<file path="config.mk">
export PLATFORM = sky130hd
export DESIGN_NAME = neuron_mac
export DESIGN_NICKNAME = d
export VERILOG_FILES = /design/src/rtl/neuron_mac_pkg.sv /design/src/rtl/neuron_mac_sat_adder.sv /design/src/rtl/neuron_mac.sv
export SDC_FILE = /design/constraint.sdc
export NUM_CORES = 1
export LEC_CHECK = 0
export CAP_MARGIN = 20
export CORE_ASPECT_RATIO = 0.9
export CORE_MARGIN = 8
export CORE_UTILIZATION = 40
export CTS_CLUSTER_DIAMETER = 100
export DETAILED_ROUTE_END_ITERATION = 6
export SLEW_MARGIN = 20
export SYNTH_ARGS = -nofsm -noshare
export SYNTH_HDL_FRONTEND = slang
export SYNTH_SLANG_ARGS = --single-unit
</file>
<file path="constraint.sdc">
create_clock -name clk -period 18.6 [get_ports clk]
set_input_delay 2.79 -clock clk [delete_from_list [all_inputs] [get_ports clk]]
set_output_delay 2.79 -clock clk [all_outputs]
set_load 0.02 [all_outputs]
</file>
<file path="src/rtl/neuron_mac_pkg.sv">
// Shared defaults, Q-format split and saturation helpers for the neuron MAC.
// Helpers work on a 64-bit signed carrier, so 2*dataWidth must stay below 64.
package neuron_mac_pkg;

  localparam int NUM_WEIGHT_DEF = 784;
  localparam int ADDR_W_DEF     = 10;
  localparam int DATA_W_DEF     = 16;
  localparam int INT_W_DEF      = 4;
  localparam int FRAC_W_DEF     = DATA_W_DEF - INT_W_DEF;
  localparam int SAT_MAXW       = 64;

  typedef logic signed [SAT_MAXW-1:0] wide_t;

  // Clamp a sign-extended value into the signed range of a w-bit word.
  function automatic wide_t sat_clamp(input wide_t x, input int w);
    wide_t hi;
    wide_t lo;
    hi = (64'sd1 <<< (w - 1)) - 64'sd1;
    lo = -(64'sd1 <<< (w - 1));
    if (x > hi) return hi;
    else if (x < lo) return lo;
    else return x;
  endfunction

  // Operands are in w-bit range, so the carrier sum is exact before clamping.
  function automatic wide_t sat_add(input wide_t a, input wide_t b, input int w);
    return sat_clamp(a + b, w);
  endfunction

endpackage

</file>
<file path="src/rtl/neuron_mac_sat_adder.sv">
// Parameterized signed saturating adder.
module sat_adder
  import neuron_mac_pkg::*;
#(
  parameter int W = 32
) (
  input  logic signed [W-1:0] a,
  input  logic signed [W-1:0] b,
  output logic signed [W-1:0] y
);

  wide_t r;

  assign r = sat_add(SAT_MAXW'(a), SAT_MAXW'(b), W);
  assign y = W'(r);

endmodule

</file>
<file path="src/rtl/neuron_mac.sv">
// One fully-connected neuron: weight-memory read addressing, pipelined multiply,
// saturating accumulate, bias add and requantization back to dataWidth.
module neuron_mac
  import neuron_mac_pkg::*;
#(
  parameter int numWeight    = NUM_WEIGHT_DEF,
  parameter int addressWidth = ADDR_W_DEF,
  parameter int dataWidth    = DATA_W_DEF,
  parameter int intWidth     = INT_W_DEF
) (
  input  logic                    clk,
  input  logic                    rst_n,
  input  logic [dataWidth-1:0]    myinput,
  input  logic                    myinputValid,
  input  logic                    biasWen,
  input  logic [dataWidth-1:0]    biasIn,
  output logic                    ren,
  output logic [addressWidth-1:0] radd,
  input  logic [dataWidth-1:0]    wout,
  output logic [dataWidth-1:0]    outData,
  output logic                    outValid
);

  localparam int F  = dataWidth - intWidth;
  localparam int PW = 2 * dataWidth;
  localparam int STAGES = 2;

  logic [addressWidth-1:0] rAddr;
  logic                    last0;
  logic [STAGES:0]         vld_pipe;
  logic [STAGES:0]         last_pipe;

  logic signed [dataWidth-1:0] x_d, x_q, w_q, bias;
  logic signed [PW-1:0]        mul, sum, acc_next, bias_sh, biased, biased_shr;
  logic signed [dataWidth-1:0] out_next;
  logic                        fire;

  assign ren   = myinputValid;
  assign radd  = rAddr;
  assign last0 = (rAddr == addressWidth'(numWeight - 1));

  always_ff @(posedge clk or negedge rst_n) begin
    if (!rst_n) begin
      rAddr <= '0;
    end else if (myinputValid) begin
      rAddr <= last0 ? '0 : rAddr + 1'b1;
    end
  end

  always_ff @(posedge clk or negedge rst_n) begin
    if (!rst_n) bias <= '0;
    else if (biasWen) bias <= $signed(biasIn);
  end

  // [0]: activation captured, [1]: operands aligned with the returned weight,
  // [2]: product ready for accumulation.
  always_ff @(posedge clk or negedge rst_n) begin
    if (!rst_n) begin
      vld_pipe  <= '0;
      last_pipe <= '0;
      x_d       <= '0;
      x_q       <= '0;
      w_q       <= '0;
      mul       <= '0;
    end else begin
      vld_pipe  <= {vld_pipe[STAGES-1:0], myinputValid};
      last_pipe <= {last_pipe[STAGES-1:0], myinputValid & last0};
      x_d       <= $signed(myinput);
      x_q       <= x_d;
      w_q       <= $signed(wout);
      mul       <= PW'(x_q) * PW'(w_q);
    end
  end

  sat_adder #(.W(PW)) u_acc (
    .a(sum),
    .b(mul),
    .y(acc_next)
  );

  assign bias_sh = PW'(bias) <<< F;

  sat_adder #(.W(PW)) u_bias (
    .a(sum),
    .b(bias_sh),
    .y(biased)
  );

  assign biased_shr = biased >>> F;
  assign out_next   = dataWidth'(sat_clamp(SAT_MAXW'(biased_shr), dataWidth));

  // On the output cycle the accumulator restarts with the next vector's
  // first product, so back-to-back vectors need no bubble.
  always_ff @(posedge clk or negedge rst_n) begin
    if (!rst_n) begin
      sum      <= '0;
      fire     <= 1'b0;
      outData  <= '0;
      outValid <= 1'b0;
    end else begin
      fire     <= vld_pipe[STAGES] & last_pipe[STAGES];
      outValid <= fire;
      if (fire) begin
        outData <= out_next;
        sum     <= vld_pipe[STAGES] ? mul : '0;
      end else if (vld_pipe[STAGES]) begin
        sum <= acc_next;
      end
    end
  end

endmodule

</file>
== After elaboration in Yosys (flattened, before gate mapping) ==
Index checks and enable logic that the tools add are counted.
W data, S select, Z words.
Storage, ports and cells
  flip-flop bits (word level): 162
Cells by class
  add/sub/neg operators: 3
  multiply operators: 1
  $lt $le $gt $ge: 6
  equal/unequal tests: 1
  muxes and demuxes: 10
  bitwise logic cells: 2
  reductions and logical operators: 1
Operators by type and width (number)
  $mux W32: 7
  $gt A33 B32 Y1 const B: 2
  $lt A33 B32 Y1 const B: 2
  $add A32 B28 Y33: 1
  $add A32 B32 Y33: 1
  $mul A16 B16 Y32: 1
  $mux W16: 2
  $gt A20 B16 Y1 const B: 1
  $lt A20 B16 Y1 const B: 1
  $add A10 B1 Y10 const B: 1
  $eq A10 B10 Y1 const B: 1
  $mux W10: 1
  $and A1 B1 Y1: 2
  $reduce_bool A2 Y1: 1

== Logic depth before layout (Yosys ltp) ==
  word-level depth: 7
  gate-level depth with buffers: 25
  depth with buffers taken out: 24

== Hierarchy ==
A second synthesis with hierarchy kept.
Unflattened totals
  cells, all modules: 2097
  area total of the unflattened synthesis: 19850.3 um^2
Modules (own cells, without submodules)
  neuron_mac: times used 1, cells each 1473, area each 15423.5 um^2, seq. area each 4053.9 um^2
  sat_adder: times used 2, cells each 312, area each 2213.4 um^2, seq. area each 0.0 um^2

== Worst setup path after synthesis ==
OpenSTA, ideal clock, no wires.
  path type: register to register
  start point: register w_q[15]
  end point: register mul[28]
  setup time: 0.080 ns
  arrival: 6.278 ns
  data required time: 18.520 ns
  path slack: 12.242 ns
  stages on the path, launching flop included: 23
  buffers on the path: 1
  clock period less this slack: 6.358 ns
  cells stage by stage: dfrtp_1 inv_1 clkbuf_1 nor2_1 fa_1 fa_1 fa_1 fa_1 fa_1 inv_1 fa_1 inv_1 ha_1 a21oi_1 inv_1 or4b_2 nor3_1 o21ai_0 nand2_1 o2111ai_1 a31o_2 a21oi_1 xnor2_1
On the way
  longest elaborated chain between the ends: 1
RTL lines
  start: declaration: line neuron_mac.sv:33  | logic signed [dataWidth-1:0] x_d, x_q, w_q, bias;
  start signal: assignment: line neuron_mac.sv:70  | w_q <= $signed(wout);
  $mul A16 B16 Y32: line neuron_mac.sv:71  | mul <= PW'(x_q) * PW'(w_q);
  end signal: assignment: line neuron_mac.sv:71
  end: declaration: line neuron_mac.sv:34  | logic signed [PW-1:0] mul, sum, acc_next, bias_sh, biased, biased_shr;
Every way passes these cells.
A chain may end at the register's enable or synchronous reset.

== Worst setup path after layout ==
Same ends and word-level chain as after synthesis.

==> out/metrics.csv <==
stage,metric,value,unit
clock_tree,Setup Buffers After CTS,0,
outcome,outcome,completed,
logic_synthesis,register area share after synthesis,22.5,%
finish,Ant. Diodes,0,
global_route,largest net degree at the start of global routing,91,
logic_synthesis,syn_nets,2334,
route,iteration-0 DRC count of the detailed router,731,
placed_design,Placer Congestion,0.869,
finish,layout cell share with drive strength beyond 1,4.23,%
setup_path,worst r2r src,w_q[15],
clock_tree,maximum clock path buffer count,2,
clock_tree,H-tree depth,4,
clock_tree,worst skew pair latency,0.47,ns
hold_path,worst hold start,x_d[12],
finish,"commonest non-fill, non-tap cell in the layout",inv_1,
placed_design,dpl cells,2506,
route,drt pass-1 iters,5,
finish,FF+latch area,4050,µm²
setup_path,crit end category,register,
global_route,initial antenna violation count,0,
logic_synthesis,Syn. warnings,0,
timing,final count of hold timing violations,0,
setup_path,worst path cell trace,inv_1 > nor2_1 > fa_1 > fa_1 > fa_1 > fa_1 > fa_1 > inv_1 > fa_1 > inv_1 > ha_1 > a21oi_1 > inv_1 > or4b_2 > nor3_1 > o21ai_0 > nand2_1 > o2111ai_1 > a31o_2 > a21oi_1 > xnor2_1,
clock_tree,"Gates resized, CTS repair",0,
route,Vias,12800,
route,WL final,43400,µm
global_route,total track usage,17.2,%
logic_synthesis,#FFs+latches synth,162,
timing,Hold WS,0.349,ns
die,row count,73,
clock_tree,Num CTS Buffers,17,
setup_path,Worst Reg-to-Reg Cells,21,
timing,Final min period,6.93,ns
placed_design,DPL Wire Length,34100,µm
finish,final core occ,45.0,%
clock_tree,clock sink total,162,
setup_path,max incr delay on CP,0.61,ns
logic_synthesis,Synth Cell Area,18000,µm²
die,I/O Pins,80,
setup_path,Crit path required time,18.99,ns
setup_path,RR Endpoint,mul[28],
logic_synthesis,Synth Area per Inst,9.58,µm²
finish,Final Net Count,2376,
die,CORE AREA,44300,µm²
die,DIE HEIGHT,217,µm
setup_path,startpoint types,register,
clock_tree,Root Buffer,clkbuf_16,
clock_tree,CTS tree,yes,
setup_path,Crit path top cell by count,fa_1,
timing,final slew viol count,0,
setup_path,reg2reg setup slack,11.67,ns
setup_path,slowest cell on the critical path,or4b_2,
finish,fill count,4195,
setup_path,critical path type,register to register,
logic_synthesis,Synth area leaders,"fa_1 (29%), dfrtp_1 (22%), ha_1 (9.4%)",
clock_tree,"Hold-fix buffers, CTS",0,
finish,P&R area growth vs syn,10.6,%
timing,setup_tns,0,ns
timing,worst rel slew slack,34.4,%
job,Max-Cap Viols,0,
logic_synthesis,"area leader, netlist",fa_1,
global_route,first-pass GRT wire length,71900,µm
route,Avg WL per Cell,17.1,µm
die,initial core utilization,40.7,%
die,die width,240,µm
finish,multi-input logic area,12400,µm²
finish,Post-Layout Cell Count,2538,
setup_path,worst-path fanout max,11,
global_route,total grt overflow,0,
timing,fmax,144,MHz
route,DR vias/cell,5.04,
global_route,vias in the first global route,13700,
timing,RSZ-0062 raised after global routing,false,
route,post-route ant nets,0,
route,number of remaining DRC errors,0,
timing,actual slew at the worst max-slew pin,0.983,ns
placed_design,I/O Buffers,79,
logic_synthesis,top-area cell type share of the netlist area,29.3,%
finish,"commonest non-fill, non-tap cells in the layout","inv_1 (351), fa_1 (264), nand2_1 (210)",
logic_synthesis,Main synth FF type,dfrtp_1,
logic_synthesis,Async SR Flop Fraction,100,%
logic_synthesis,Cell variety after synth,82,
logic_synthesis,Mapped Cells,1883,
hold_path,Worst Hold Endpoint,x_q[12],
clock_tree,Clock Pin Slew Worst Setup and Hold Paths,0.07,ns
timing,# setup viols final,0,
die,DIE AREA,52100,µm²
logic_synthesis,Post-synth EDFFs,0,
setup_path,Worst EP arrival,7.32,ns
timing,Tcrit/Tclk final,37.3,%
hold_path,worst hold path cell count,0,
hold_path,Hold Crit Class,register to register,
timing,Final Skew,0.0189,ns
==> synthesized netlist by cell type (all sizes together), types with 10 or more instances <==
| master | number |
|---|---|
| o22ai | 10 |
| inv | 352 |
| a21oi | 77 |
| o21a | 13 |
| mux2 | 18 |
| dfrtp | 162 |
| fa | 264 |
| xor2 | 27 |
| ha | 135 |
| nor3 | 17 |
| nand2 | 210 |
| a221oi | 11 |
| nand3 | 18 |
| and2 | 109 |
| a31oi | 10 |
| a21boi | 11 |
| a211oi | 14 |
| clkbuf | 51 |
| nor2 | 87 |
| o21ai | 69 |
| a21o | 31 |
| xnor2 | 59 |
| nand2b | 20 |
==> worst max path at each step <==
| stage | from | endpoint | cells past startpoint |
|---|---|---|---|
| 2_1_floorplan | w_q[15] | mul[28] | 22 |
| 3_3_place_gp | myinputValid | ren | 2 |
| 3_5_place_dp | w_q[15] | mul[28] | 21 |
| 4_1_cts | w_q[15] | mul[28] | 21 |
| 5_1_grt | w_q[15] | mul[28] | 21 |
| 6_report | w_q[15] | mul[28] | 21 |
==> registers in the layout, summed over array words and instances, names as in the netlist <==
signal / count
outData: 16
last_pipe: 3
w_q: 16
x_d: 16
bias: 16
fire: 1
sum: 32
mul: 32
radd: 10
vld_pipe: 3
x_q: 16
outValid: 1
==> worst max-delay path, delay by kind of cell, from the launching register on <==
family | cells | cell delay [ns]
flops | 1 | 0.49
simple gates | 4 | 1.10
fa+ha+maj | 7 | 3.57
buf+inv | 4 | 0.60
compound gates | 5 | 0.99
xor+xnor | 1 | 0.13
==> stage by stage <==
step	setup WS, ns	area, µm²
2_1_floorplan	12.24	18000
3_3_place_gp	11.73	19300
3_5_place_dp	11.67	19300
4_1_cts	11.66	19900
5_1_grt	11.32	20000
6_report	11.67	20000
==> per-layer routing <==
| layer | track usage, % | up-vias | share of wire (%) |
|---|---|---|---|
| met5 | 0 | - | 0 |
| met4 | 4.73 | 0 | 1.6 |
| met3 | 3.94 | 50 | 6.3 |
| met2 | 27.4 | 354 | 46 |
| met1 | 23.5 | 6343 | 46 |
| li1 | - | 6057 | - |
==> logic make-up (layout without fill, tap and decap cells) <==
| group | after synthesis | in the layout | share of synthesized area [%] |
|---|---|---|---|
| simple gates | 499 | 499 | 13.2 |
| buf+inv | 411 | 466 | 8.77 |
| fa+ha+maj | 399 | 399 | 38.7 |
| compound gates | 307 | 307 | 11.5 |
| flops | 162 | 162 | 22.5 |
| xor+xnor | 86 | 86 | 4.18 |
| mux | 19 | 19 | 1.18 |
==> cell type report <==
cell class | instances | area share, %
multi-input cells | 1310 | 62.1
flip-flops and latches | 162 | 20.3
inverters | 352 | 6.62
repair buffers | 82 | 4.10
well taps | 600 | 3.76
clock buffers | 18 | 2.20
clock inverters | 14 | 0.847
Power is left out: the tool's default activity adds up to more than one toggle a clock period on the data nets, which glitch-free logic cannot reach.
